==> config.mk <==
export PLATFORM = sky130hd
export DESIGN_NAME = call_dispatcher
export DESIGN_NICKNAME = d
export VERILOG_FILES = /design/src/rtl/call_dispatcher.sv
export SDC_FILE = /design/constraint.sdc
export NUM_CORES = 1
export LEC_CHECK = 0
export ABC_AREA = 1
export BUFFER_PORTS_ARGS = -buffer_cell sky130_fd_sc_hd__buf_4
export CAP_MARGIN = 15
export CELL_PAD_IN_SITES_DETAIL_PLACEMENT = 0
export CELL_PAD_IN_SITES_GLOBAL_PLACEMENT = 1
export CORE_ASPECT_RATIO = 1.25
export CORE_MARGIN = 3
export CORE_UTILIZATION = 36
export CTS_CLUSTER_SIZE = 20
export DETAILED_ROUTE_END_ITERATION = 10
export HOLD_SLACK_MARGIN = 0.02
export PLACE_DENSITY = 0.83
export REMOVE_ABC_BUFFERS = 1
export SETUP_SLACK_MARGIN = 0.3
export SLEW_MARGIN = 20
export SYNTH_ARGS = -nofsm -noshare
export SYNTH_HDL_FRONTEND = slang
export SYNTH_SLANG_ARGS = --single-unit
==> constraint.sdc <==
create_clock -name CLOCK_50 -period 1.6 [get_ports CLOCK_50]
set_input_delay 0.16 -clock CLOCK_50 [delete_from_list [all_inputs] [get_ports CLOCK_50]]
set_output_delay 0.16 -clock CLOCK_50 [all_outputs]
set_load 0.02 [all_outputs]
==> src/rtl/call_dispatcher.sv <==
// call_dispatcher: latches hall calls from the switch bank, picks the next
// target floor with a direction-preserving sweep, offers it to the car
// controller over a valid/ack handshake and clears calls on arrival.
// Optional feature: define CALL_CANCEL_EN to let a re-press of a pending
// call cancel it (except the floor currently offered or being served).
module call_dispatcher #(
  parameter int FLOORS  = 8,
  parameter int FLOOR_W = 4
) (
  input  logic               CLOCK_50,
  input  logic               RST_N,
  input  logic [FLOORS-1:0]  call_req,
  input  logic [FLOOR_W-1:0] cur_floor,
  input  logic               car_idle,
  input  logic               arrive,
  input  logic               target_ack,
  output logic [FLOOR_W-1:0] target,
  output logic               target_valid,
  output logic               dir_up,
  output logic [FLOORS-1:0]  pending,
  output logic               busy
);

  typedef enum logic [1:0] {
    S_IDLE   = 2'd0,
    S_SELECT = 2'd1,
    S_OFFER  = 2'd2,
    S_MOVING = 2'd3
  } state_t;

  state_t               state_q, state_d;
  logic [FLOORS-1:0]    call_prev_q;
  logic [FLOORS-1:0]    pending_q, pending_d;
  logic [FLOOR_W-1:0]   target_q, target_d;
  logic                 valid_q, valid_d;
  logic                 dir_q, dir_d;

  logic [FLOORS-1:0]    new_call;
  logic [FLOORS-1:0]    clr_mask;
  logic [FLOORS-1:0]    cancel_mask;
  logic [FLOORS-1:0]    cur_onehot;

  logic                 hit_cur;
  logic                 up_found, dn_found;
  logic [FLOOR_W-1:0]   up_floor, dn_floor;

`ifdef CALL_CANCEL_EN
  logic [FLOORS-1:0]    protect_mask;
`endif

  // Call bookkeeping: rising-edge set, arrival clear (clear beats set), optional cancel.
  always_comb begin
    new_call    = call_req & ~call_prev_q;
    clr_mask    = '0;
    cur_onehot  = '0;
    cancel_mask = '0;
    // cur_floor beyond the served range matches no bit, so nothing is cleared
    for (int i = 0; i < FLOORS; i++) begin
      cur_onehot[i] = (int'(cur_floor) == i);
      clr_mask[i]   = arrive && (int'(cur_floor) == i);
    end
`ifdef CALL_CANCEL_EN
    protect_mask = '0;
    // the floor already handed to the car must not vanish under it
    for (int i = 0; i < FLOORS; i++) begin
      protect_mask[i] = ((state_q == S_OFFER) || (state_q == S_MOVING)) &&
                        (int'(target_q) == i);
    end
    cancel_mask = new_call & pending_q & ~protect_mask;
`endif
    pending_d = (pending_q | new_call) & ~clr_mask & ~cancel_mask;
  end

  // Sweep candidates, taken from the post-update call set so a call cleared
  // or cancelled in the SELECT cycle is never chosen.
  always_comb begin
    hit_cur  = |(pending_d & cur_onehot);
    up_found = 1'b0;
    dn_found = 1'b0;
    up_floor = '0;
    dn_floor = '0;
    // descending scan: the last hit is the lowest floor above the car
    for (int i = FLOORS - 1; i >= 0; i--) begin
      if (pending_d[i] && (i > int'(cur_floor))) begin
        up_found = 1'b1;
        up_floor = FLOOR_W'(i);
      end
    end
    // ascending scan: the last hit is the highest floor below the car
    for (int i = 0; i < FLOORS; i++) begin
      if (pending_d[i] && (i < int'(cur_floor))) begin
        dn_found = 1'b1;
        dn_floor = FLOOR_W'(i);
      end
    end
  end

  // Dispatch FSM next state, target choice and direction update.
  always_comb begin
    state_d  = state_q;
    target_d = target_q;
    dir_d    = dir_q;
    unique case (state_q)
      S_IDLE: begin
        if ((pending_q != '0) && car_idle) state_d = S_SELECT;
      end
      S_SELECT: begin
        if (pending_d == '0) begin
          state_d = S_IDLE;
        end else begin
          state_d = S_OFFER;
          if (hit_cur) begin
            target_d = cur_floor;
          end else if (dir_q) begin
            if (up_found) begin
              target_d = up_floor;
            end else begin
              dir_d    = 1'b0;
              target_d = dn_floor;
            end
          end else begin
            if (dn_found) begin
              target_d = dn_floor;
            end else begin
              dir_d    = 1'b1;
              target_d = up_floor;
            end
          end
        end
      end
      S_OFFER: begin
        if (target_ack) state_d = S_MOVING;
      end
      S_MOVING: begin
        if (arrive) state_d = S_IDLE;
      end
      default: state_d = S_IDLE;
    endcase
    valid_d = (state_d == S_OFFER);
  end

  // State and output registers; reset drops any offer and all calls.
  always_ff @(posedge CLOCK_50) begin
    if (!RST_N) begin
      state_q     <= S_IDLE;
      pending_q   <= '0;
      call_prev_q <= call_req;  // a switch held through reset is not a call
      target_q    <= '0;
      valid_q     <= 1'b0;
      dir_q       <= 1'b1;
    end else begin
      state_q     <= state_d;
      pending_q   <= pending_d;
      call_prev_q <= call_req;
      target_q    <= target_d;
      valid_q     <= valid_d;
      dir_q       <= dir_d;
    end
  end

  assign target       = target_q;
  assign target_valid = valid_q;
  assign dir_up       = dir_q;
  assign pending      = pending_q;
  assign busy         = (state_q != S_IDLE);

endmodule
Word level (Yosys, flattened, before mapping)
Index checks and enable logic that the tools add are counted.

Order comparisons: 15. Equal/unequal tests: 11. Muxes and demuxes: 41. Bitwise operators: 8. Reductions and logical operators: 32.

Operators by type and width (count): two-way mux 4 bit (16); AND 8 bit (3); logical AND 1 bit (24); two-way mux 1 bit (19); equality test 4 bit (second input constant) (4); > comparator 3 x 4 -> 1 bit (first input constant) (4); < comparator 3 x 4 -> 1 bit (first input constant) (4); inverter 8 bit (2); equality test 4 x 3 -> 1 bit (second input constant) (2); > comparator 2 x 4 -> 1 bit (first input constant) (2); logical NOT 8 bit (1); < comparator 1 x 4 -> 1 bit (first input constant) (2); < comparator 2 x 4 -> 1 bit (first input constant) (2); two-way mux 2 bit (4); OR 8 bit (1); one-hot mux 2 bit (4 select lines) (1); nonzero test 8 bit (1); OR reduction 8 bit (1); equality test 2 bit (second input constant) (3); equality test 4 x 2 -> 1 bit (second input constant) (1); > comparator 1 x 4 -> 1 bit (first input constant) (1); logical NOT 4 bit (1); two-way mux 3 bit (1); AND reduction 3 bit (1); other kinds (5) (6).

Bits in registers: 24. Input bits: 17.

Longest topological paths before layout
Gate-level depths: netlist (run 1).

Word-level depth: 16. Mapped depth: 14. Mapped depth without buffers: 13.

Least setup slack after synthesis (run 1)
Ideal clock, no wire load.

Path type: reg-to-reg. Start: register pending_q[1], in the netlist pending[1]. End: register target_q[0], in the netlist target[0]. Arrival time: 1368 ps. Path slack: 112 ps. Cell stages (with the launch flop): 12. Cell sequence: dfxtp_1 inv_1 o21ai_0 nand2_2 nor2_1 nor2_2 nand2_1 nand2_2 nand2_2 nand3_1 nand3_1 a21oi_1.

Word-level cells in the longest chain between the ends: 13.

Ends and longest elaborated chain: start: declaration (RTL line 33) `logic [FLOORS-1:0] pending_q, pending_d;`; start signal: assignment (RTL line 153) `pending_q <= pending_d;`; OR 8 bit * (RTL line 71) `pending_d = (pending_q | new_call) & ~clr_mask & ~cancel_mask;`; AND 8 bit * (RTL line 71); logical AND 1 bit (RTL line 91) `if (pending_d[i] && (i < int'(cur_floor))) begin`; two-way mux 1 bit (RTL line 91); two-way mux 4 bit / two-way mux 1 bit (equally long branches) (6 in series) (RTL line 91); two-way mux 4 bit (on tied branches) (RTL line 122, 115); two-way mux 4 bit (RTL line 114) `end else if (dir_q) begin`; two-way mux 4 bit (RTL line 112) `if (hit_cur) begin`; end signal: assignment (RTL line 155) `target_q <= target_d;`; end: declaration (RTL line 34) `logic [FLOOR_W-1:0] target_q, target_d;`.

Every way passes the cells marked *; elsewhere a longest branch is shown, timed or not. A chain may end at the register's enable or synchronous reset.

Worst setup path in the final report (run 1)
Start: register pending_q[3], in the netlist pending[3]. End: register dir_q, in the netlist dir_up.

Word-level cells in the longest chain between the ends: 10.

Ends and longest elaborated chain: OR 8 bit * (RTL line 71); AND 8 bit * (RTL line 71); logical AND 1 bit (RTL line 91); two-way mux 1 bit (5 in series) (RTL line 91); two-way mux 1 bit (RTL line 122) `if (dn_found) begin`; two-way mux 1 bit (RTL line 114); end signal: assignment (RTL line 157) `dir_q <= dir_d;`; end: declaration (RTL line 36) `logic dir_q, dir_d;`.

Marks and branches as above.

==> impl_metrics.json, run 1 <==
{
  "diodes": 0,
  "seq_area_frac_synth_pct": 35.13,
  "fillers": 322,
  "htree_levels": 1,
  "regArea_sq_um": 486.7,
  "viasPerCell": 4.964,
  "core-area_sq_mm": 0.003573,
  "insertion_delay_ps": 270,
  "worstMarginPinSlew_ps": 403.9,
  "grt_pass1_vias": 1574,
  "avgSynthCellArea_sq_um": 6.481,
  "areaGrowthSynthToFinish_pct": 73.83,
  "final_util_pct": 66.53,
  "hold_path_class": "primary input to register",
  "post-route-min-period_ps": 1476,
  "port-buffer-count": 31,
  "antenna_found_initial": 0,
  "yosys_warnings": 0,
  "synth_top_family_by_area": "simple AND/OR/NAND/NOR gates",
  "routed_wirelength_um": 4240,
  "vdd_drop_max_mv": 0.4443,
  "setup.worst_path.start_class": "register",
  "gp_congestion": 0.8486,
  "multiInputGateArea_sq_um": 974.7,
  "layout.cells.non_filler": 336,
  "first_pass_iters": 4,
  "yosysTopAreaCell": "dfxtp_1",
  "synth_adder_area_share_pct": 0,
  "grt_use_total_pct": 19.60,
  "postRouteAntennaNets": 0,
  "finalPower_w": 0.002021,
  "finClkSkew_ps": 5.224,
  "worstPathMaxFanout": 3,
  "fmax_mhz": 677.3,
  "drv_cap": 0,
  "cp-end-kind": "register",
  "slew_headroom_pct": 72.73,
  "crit_arrival_ps": 1640,
  "initial_core_util_pct": 38.27,
  "yosys.area_share.simple_pct": 43.37,
  "clock_path_buffers": 2,
  "grt-ovfl-total": 0,
  "synthTopCellsByArea": "dfxtp_1 35%, nand2_1 13%, nand3_1 12%",
  "dp_hpwl_um": 3152,
  "fp-row-count": 24,
  "ys_types": 22,
  "drc": 0,
  "dr_total_vias": 1668,
  "top_level_ports": 32,
  "hold_viol": 0,
  "crit_type": "register to register",
  "critPathRequiredTime_ps": 1760,
  "synth_compound_area_share_pct": 10.70,
  "clock-root-buffer": "clkbuf_8",
  "grt_first_pass_wirelength_um": 6789,
  "fp.dieW_um": 61.13,
  "die_area_sq_mm": 0.004579,
  "drt_iter0_drc": 42,
  "post-place-cells": 312,
  "placedInstanceArea_sq_mm": 0.001881,
  "power.leakage_nw": 1.165,
  "cts_made_buffers": 3,
  "dieHeight_um": 74.91,
  "finalInstanceArea_sq_mm": 0.002377,
  "post-synth-top-area-fraction_pct": 35.13,
  "wl_per_cell_um": 12.62,
  "finalCritPeriodShare_pct": 92.28,
  "drive_above_1_share_pct": 49.16,
  "nets": 315,
  "synth_area_sq_mm": 0.001368,
  "clock_sinks": 24,
  "rsz0062_at_grt": "true",
  "outcome": "complete, no violations",
  "slew_violations": 0,
  "rrSetupSlack_ps": 120,
  "cts_tree": "done",
  "ys_ff_latch": 24,
  "powerDensity_mw_per_mm2": 850.0,
  "grt_max_degree": 15,
  "synth-xor-area-share_pct": 0,
  "synth_cells": 211,
  "clk_pin_slew_ps": 90,
  "setup_viol_count_final": 0,
  "synthMuxAreaShare_pct": 0
}
-- critical path, stage by stage (launching register included) --
cell and delay, ps:
dfxtp_2 340, inv_2 30, o21ai_1 70, buf_4 170
nand2_4 70, nand3_2 80, nor2_2 40, nand3_1 90
nand3_2 110, buf_6 140, o21ai_0 150, nand3_1 80
-- metrics by stage --
step	hold WS, ps	worst slack (ps)	setup TNS, ps
after CTS	112.4	136.0	0
after global routing	123.0	4.835	0
after detailed placement	274.1	-100.1	-247.5
final	123.4	123.6	0
after global placement	273.5	-103.8	-258.0
after floorplan	187.7	80.67	0
-- what timing repair did --
action                                  4_1_cts  5_1_grt
endpoints found under the setup margin        7        7
buffers inserted                              7        5
hold buffers                                  8        0
hold endpoints to repair                      8        0
pin swaps                                    21       19
gates resized for setup                      44       34
-- worst paths after layout --
kind	endpoint	startpoint	depth (start not counted)
max	dir_up$_SDFFE_PN1P_	pending[3]$_SDFF_PN0_	11
min	dir_up$_SDFFE_PN1P_	RST_N	2
max reg2reg	dir_up$_SDFFE_PN1P_	pending[3]$_SDFF_PN0_	11
min reg2reg	target[3]$_SDFFE_PN0P_	target[3]$_SDFFE_PN0P_	2
-- flip-flops by register name, indices dropped and copies added (netlist names) --
register	count
call_prev_q	8
pending	8
target	4
state_q	2
dir_up	1
target_valid	1
-- per-layer routing --
layer	share of wire (%)	vias to the layer above	wire, um	track usage (%)
li1	-	863	-	-
met1	42	763	1785	22.89
met2	53	33	2236	35.18
met3	2.8	9	120	2.401
met4	2.3	0	97	8.193
met5	0	-	0	0
-- placed cells by master, fill, tap and decap left out, drive strengths merged --
master	count
o311ai	1
bufinv	1
dlygate4sd3	8
nand3b	1
clkbuf	3
dfxtp	24
o21ai	17
inv	34
buf	76
o22ai	2
nand2	52
o211a	1
clkinv	1
nand4	6
nor3b	1
nor2	26
a21oi	6
nand3	37
-- power by group --
| group | total [W] | internal [W] | switching, W | leakage (nW) |
|---|---|---|---|---|
| logic | 0.000793 | 0.000366 | 0.000427 | 0.928 |
| registers | 0.000691 | 0.000655 | 0.0000354 | 0.201 |
| clock network | 0.000537 | 0.000335 | 0.000202 | 0.0357 |
| total | 0.00202 | 0.00136 | 0.000664 | 1.16 |
-- synth_stat cells, drive strengths merged --
master and n:
nand2 52, nand3 37, inv 34, nor2 26, dfxtp 24, o21ai 17, a21oi 6, nand4 6
buf 2, o22ai 2, clkinv 1, nand3b 1, nor3b 1, o211a 1, o311ai 1
-- final cells by class --
cell class              instances  share of cell area [%]
clock buffers                   3                   1.737
clock inverters                 1                   1.263
inverters                      35                   5.632
multi-input cells             150                   41.00
flip-flops and latches         24                   20.47
well taps                      39                   2.053
repair buffers                 84                   27.84
-- kinds of logic (layout without fill, tap and decap cells) --
family	after synthesis	after routing
and+or+nand+nor	123	123
buffers and inverters	37	123
AOI/OAI and AO/OA	27	27
DFF	24	24
Note: power is estimated with default switching activity, not from simulation.
==> run 2, diff against run 1 <==
CORE_UTILIZATION = 38   (was 36)
CTS_BUF_LIST = sky130_fd_sc_hd__clkbuf_4   (was default)
PLACE_DENSITY = 0.86   (was 0.83)
SETUP_SLACK_MARGIN = 0.1   (was 0.3)
SLEW_MARGIN = 40   (was 20)
==> run 2 against run 1 <==
Clock skew increased by 1.8 ps. Cell area down 5.2%. Sequential share of layout area rose by 1.2 points. Wire length decreased by 1.6%. Hold slack worse by 51 ps. Critical path depth unchanged. Fmax is 0.41% higher. Non-clock buffer count is 13 lower. Largest power group unchanged.
==> impl_metrics.json, run 2 (synthesized netlist as in run 1, its figures left out) <==
{
  "outcome": "complete, no violations",
  "first_pass_iters": 4,
  "max_stage_delay_ps": 350,
  "finClkSkew_ps": 6.986,
  "timing.rr.end": "target[1]$_SDFFE_PN0P_",
  "critPathSlowestCell": "dfxtp_2",
  "insertion_delay_ps": 330,
  "final_cell_mix": "61 x buf_4, 39 x nand2_1, 25 x inv_1",
  "setup.worst_path.start_class": "register",
  "startpoint": "pending[3]$_SDFF_PN0_",
  "finalCritPeriodShare_pct": 91.89,
  "drc": 0,
  "routed_wirelength_um": 4172,
  "path_depth": 11,
  "die_area_sq_mm": 0.004359,
  "clk_pin_slew_ps": 140,
  "pre_cts_slack_ps": -107.0,
  "dp_hpwl_um": 3099,
  "vdd_drop_max_mv": 0.7367,
  "crit_family": "simple AND/OR/NAND/NOR gates",
  "powerDensity_mw_per_mm2": 846.6,
  "rsz0062_at_grt": "true",
  "clock-root-buffer": "clkbuf_4",
  "postRouteAntennaNets": 0,
  "hold_viol": 0,
  "slew_headroom_pct": 74.13,
  "clock_path_buffers": 2,
  "fp.dieW_um": 59.66,
  "antenna_found_initial": 0,
  "layout_commonest_cell": "buf_4",
  "post-place-cells": 306,
  "crit_type": "register to register",
  "drt_iter0_drc": 48,
  "finalPower_w": 0.001908,
  "nets": 302,
  "crit_chain": "inv_2 -> o21ai_1 -> buf_4 -> nand2_4 -> o22ai_1 -> inv_1 -> nand2_1 -> nor2_4 -> nand3_1 -> nand2_1 -> a21oi_2",
  "path_common_cell": "nand2_1",
  "htree_levels": 1,
  "drv_cap": 0,
  "grt_max_degree": 15,
  "diodes": 0,
  "hold_path_class": "primary input to register",
  "clock_sinks": 24,
  "layout.cells.non_filler": 321,
  "cp-end-kind": "register",
  "reg2reg_from": "pending[3]$_SDFF_PN0_",
  "grt_first_pass_wirelength_um": 6879,
  "cts_made_buffers": 3,
  "initial_core_util_pct": 40.97,
  "grt_use_total_pct": 20.19,
  "setup_viol_count_final": 0,
  "crit_arrival_ps": 1700,
  "post-route-min-period_ps": 1470,
  "top_level_ports": 32,
  "port-buffer-count": 31,
  "viasPerCell": 5.069,
  "crit_end": "target[1]$_SDFFE_PN0P_",
  "core-area_sq_mm": 0.003338,
  "worstMarginPinSlew_ps": 383.2,
  "critPathBufInv": 3,
  "layout_setup_ws_ps": 129.7,
  "slew_violations": 0,
  "drive_above_1_share_pct": 48.24,
  "gp_congestion": 0.9049,
  "dr_total_vias": 1627,
  "dieHeight_um": 73.07,
  "power.leakage_nw": 1.090,
  "fmax_mhz": 680.1,
  "grt-ovfl-total": 0,
  "fp-row-count": 23,
  "areaGrowthSynthToFinish_pct": 64.78,
  "worstPathMaxFanout": 4,
  "rrSetupSlack_ps": 130,
  "reg2reg_depth": 11,
  "critPathRequiredTime_ps": 1830,
  "wl_per_cell_um": 13.00,
  "setup_tns_ps": 0,
  "grt_pass1_vias": 1610,
  "cts_tree": "done"
}
[run 2: changes by cell type in the layout (fill, tap and decap cells not counted), moves of 2 or more]
cell,previous run,this run
buf_4,73,61
o21ai_2,4,8
a21oi_1,5,2
a21oi_2,1,4
clkbuf_4,0,3
clkbuf_8,3,0
nand3_2,14,12
o21ai_4,2,0
[run 2: metrics by stage]
| stage | cell area [sq um] | util [%] | hold WS, ps |
|---|---|---|---|
| floorplan | 1351 | - | 187.7 |
| global placement | 1848 | 55.36 | 273.4 |
| detailed placement | 1848 | 55.36 | 274.3 |
| CTS | 2056 | 61.58 | 59.46 |
| global route | 2253 | 67.50 | 76.07 |
| finish | 2253 | 67.50 | 72.86 |
[run 2: worst min path at each step]
stage / start / end / slack, ps / cells after the start
5_1_grt: RST_N / dir_up$_SDFFE_PN1P_ / 80 / 2
3_5_place_dp: call_req[4] / call_prev_q[4]$_DFF_P_ / 270 / 1
2_1_floorplan: call_req[0] / call_prev_q[0]$_DFF_P_ / 190 / 0
3_3_place_gp: call_req[7] / call_prev_q[7]$_DFF_P_ / 270 / 1
4_1_cts: RST_N / dir_up$_SDFFE_PN1P_ / 60 / 2
6_report: RST_N / dir_up$_SDFFE_PN1P_ / 70 / 2
[run 2: final cells by class]
class | count | area [sq um]
repair buffers | 71 | 560.5
clock inverters | 1 | 30.03
clock buffers | 3 | 22.52
inverters | 35 | 133.9
well taps | 37 | 46.29
flip-flops and latches | 24 | 488.0
fillers | 290 | 1085
multi-input cells | 150 | 972.2
[run 2: where the power goes]
part | internal, W | switching (W) | total (W)
Combinational | 0.000339 | 0.000424 | 0.000763
Clock | 0.000253 | 0.000198 | 0.000452
Sequential | 0.000656 | 0.0000376 | 0.000694
Total | 0.00125 | 0.000659 | 0.00191
[run 2: repair_timing]
| action | 4_1_cts | 5_1_grt |
|---|---|---|
| hold endpoints to repair | 8 | 0 |
| gates resized for setup | 26 | 54 |
| buffers inserted | 2 | 1 |
| pin swaps | 7 | 22 |
| hold buffers | 8 | 0 |
| endpoints found under the setup margin | 7 | 7 |
[run 2: routing by layer]
metal	wire length, um	vias to the layer above	global-route usage [%]
met2	2171	49	34.50
met5	0	-	0
met3	215	4	2.832
li1	-	833	-
met1	1740	741	24.46
met4	45	0	9.113
==> run 3, diff against run 2 <==
REMOVE_ABC_BUFFERS = default   (was 1)
==> run 3 against run 2 <==
Register-to-register slack worse by 20 ps. Combinational power rose by 9.3%. Clock-buffer cell count stayed put. Cell area up 6.7%. First-iteration DRC count rose by 27%. Core utilization is 4.5 points higher.
==> impl_metrics.json, run 3 (synthesized netlist as in run 1, its figures left out) <==
{
  "fillers": 281,
  "first_pass_iters": 4,
  "fmax_mhz": 672.4,
  "multiInputGateArea_sq_mm": 0.001056,
  "insertion_delay_ps": 320,
  "min_to": "dir_up$_SDFFE_PN1P_",
  "core-area_sq_mm": 0.003338,
  "gp_congestion": 0.8888,
  "dieHeight_um": 73.07,
  "grt-ovfl-total": 0,
  "port-buffer-count": 31,
  "cp-end-kind": "register",
  "postRouteAntennaNets": 0,
  "cts_tree": "done",
  "htree_levels": 1,
  "regArea_sq_um": 488.0,
  "placedInstanceArea_sq_mm": 0.001893,
  "drt_iter0_drc": 61,
  "dp_hpwl_um": 3166,
  "worstPathMaxFanout": 3,
  "finClkSkew_ps": 5.974,
  "critPathSlowestCell": "dfxtp_1",
  "holdPathStages": 2,
  "fp-row-count": 23,
  "finalCritPeriodShare_pct": 92.95,
  "timing.rr.end": "dir_up$_SDFFE_PN1P_",
  "dr_total_vias": 1688,
  "clock-root-buffer": "clkbuf_4",
  "crit_arrival_ps": 1710,
  "crit_type": "register to register",
  "power.leakage_nw": 1.151,
  "wl_per_cell_um": 13.72,
  "vdd_drop_max_mv": 0.7034,
  "crit_chain": "o21ai_1 -> o21ai_2 -> nand3_2 -> nor2_2 -> nand3_1 -> nand3_2 -> buf_6 -> o21ai_1 -> nand3_1",
  "die_area_sq_mm": 0.004359,
  "clk_pin_slew_ps": 140,
  "grt_max_degree": 15,
  "rsz0062_at_grt": "true",
  "post-route-min-period_ps": 1487,
  "hold-worst-slack_ps": 78.95,
  "areaGrowthSynthToFinish_pct": 75.85,
  "drv_cap": 0,
  "syn_nets": 228,
  "clock_path_buffers": 2,
  "layout_commonest_cell": "buf_4",
  "clock_sinks": 24,
  "slew_headroom_pct": 65.39,
  "drc": 0,
  "diodes": 0,
  "reg2reg_from": "call_prev_q[0]$_DFF_P_",
  "drive_above_1_share_pct": 53.77,
  "nets": 310,
  "outcome": "complete, no violations",
  "critPathBufInv": 1,
  "hold_viol": 0,
  "worstMarginPinSlew_ps": 512.6,
  "reg2reg_depth": 9,
  "viasPerCell": 5.131,
  "grt_first_pass_wirelength_um": 6817,
  "cts_made_buffers": 3,
  "top_level_ports": 32,
  "pre_cts_slack_ps": -180.7,
  "slew_violations": 0,
  "routed_wirelength_um": 4514,
  "critPathRequiredTime_ps": 1820,
  "hp-start": "RST_N",
  "layout_setup_ws_ps": 112.8,
  "powerDensity_mw_per_mm2": 823.5,
  "finalInstanceArea_sq_mm": 0.002405,
  "antenna_found_initial": 0,
  "fp.dieW_um": 59.66,
  "initial_core_util_pct": 40.97,
  "final_cell_mix": "67 x buf_4, 35 x nand2_1, 24 x inv_1",
  "grt_pass1_vias": 1630,
  "crit_family": "compound AO/OA/AOI/OAI gates",
  "setup_viol_count_final": 0,
  "rrSetupSlack_ps": 110,
  "hold_path_class": "primary input to register",
  "max_stage_delay_ps": 350,
  "setup.worst_path.start_class": "register",
  "grt_use_total_pct": 20.05
}
[run 3: cell count changes in the layout (fill, tap and decap cells not counted), moves of 3 or more]
cell / change
nand2_2: +3
buf_4: +6
nand3_4: +3
nand3_1: -5
nand2_1: -4
[run 3: metal layers]
metal  wire length, um  vias to the layer above  track usage, %  share of wire, %
met4                82                        0           6.404               1.8
met2              2520                       53           37.74                56
met3               214                        9           2.655               4.7
met5                 0                        -               0                 0
li1                  -                      851               -                 -
met1              1696                      775           22.41                38
[run 3: worst max path at each step]
stage / start / endpoint / slack [ps] / cells past startpoint
after CTS: call_prev_q[3]$_DFF_P_ / target[1]$_SDFFE_PN0P_ / 100 / 11
after detailed placement: cur_floor[2] / target[1]$_SDFFE_PN0P_ / -180 / 11
after global placement: cur_floor[2] / target[2]$_SDFFE_PN0P_ / -140 / 11
after floorplan: pending[1]$_SDFF_PN0_ / target[0]$_SDFFE_PN0P_ / 110 / 11
final: call_prev_q[0]$_DFF_P_ / dir_up$_SDFFE_PN1P_ / 110 / 9
after global routing: call_prev_q[7]$_DFF_P_ / dir_up$_SDFFE_PN1P_ / 30 / 9
[run 3: per-stage QoR]
step           utilization, %  TNS (ps)  cells  total power (W)
2_1_floorplan               -         0    211         0.001044
3_3_place_gp            56.71    -642.3    312         0.001313
3_5_place_dp            56.71    -772.8    312         0.001318
4_1_cts                 62.71         0    328         0.001806
5_1_grt                 72.04         0    329         0.002083
6_report                72.04         0    329         0.001980
[run 3: final cells by class]
cell class,instances,area share [%]
clock buffer,3,0.9365
sequential,24,20.29
inverter,35,5.567
tap,37,1.925
clock inverter,1,1.249
multi-input combinational,150,43.91
timing repair buffer,79,26.12
[run 3: power breakdown]
part	switching [W]	internal (W)
sequential	0.0000400	0.000656
clock	0.000197	0.000253
combinational	0.000459	0.000375
total	0.000696	0.00128
[run 3: timing repair]
action | 4_1_cts | 5_1_grt
gates cloned | 0 | 0
hold buffers | 8 | 0
gates resized for setup | 20 | 79
hold endpoints to repair | 8 | 0
setup endpoints to repair | 7 | 7
setup buffers | 4 | 1
pin swaps | 9 | 26
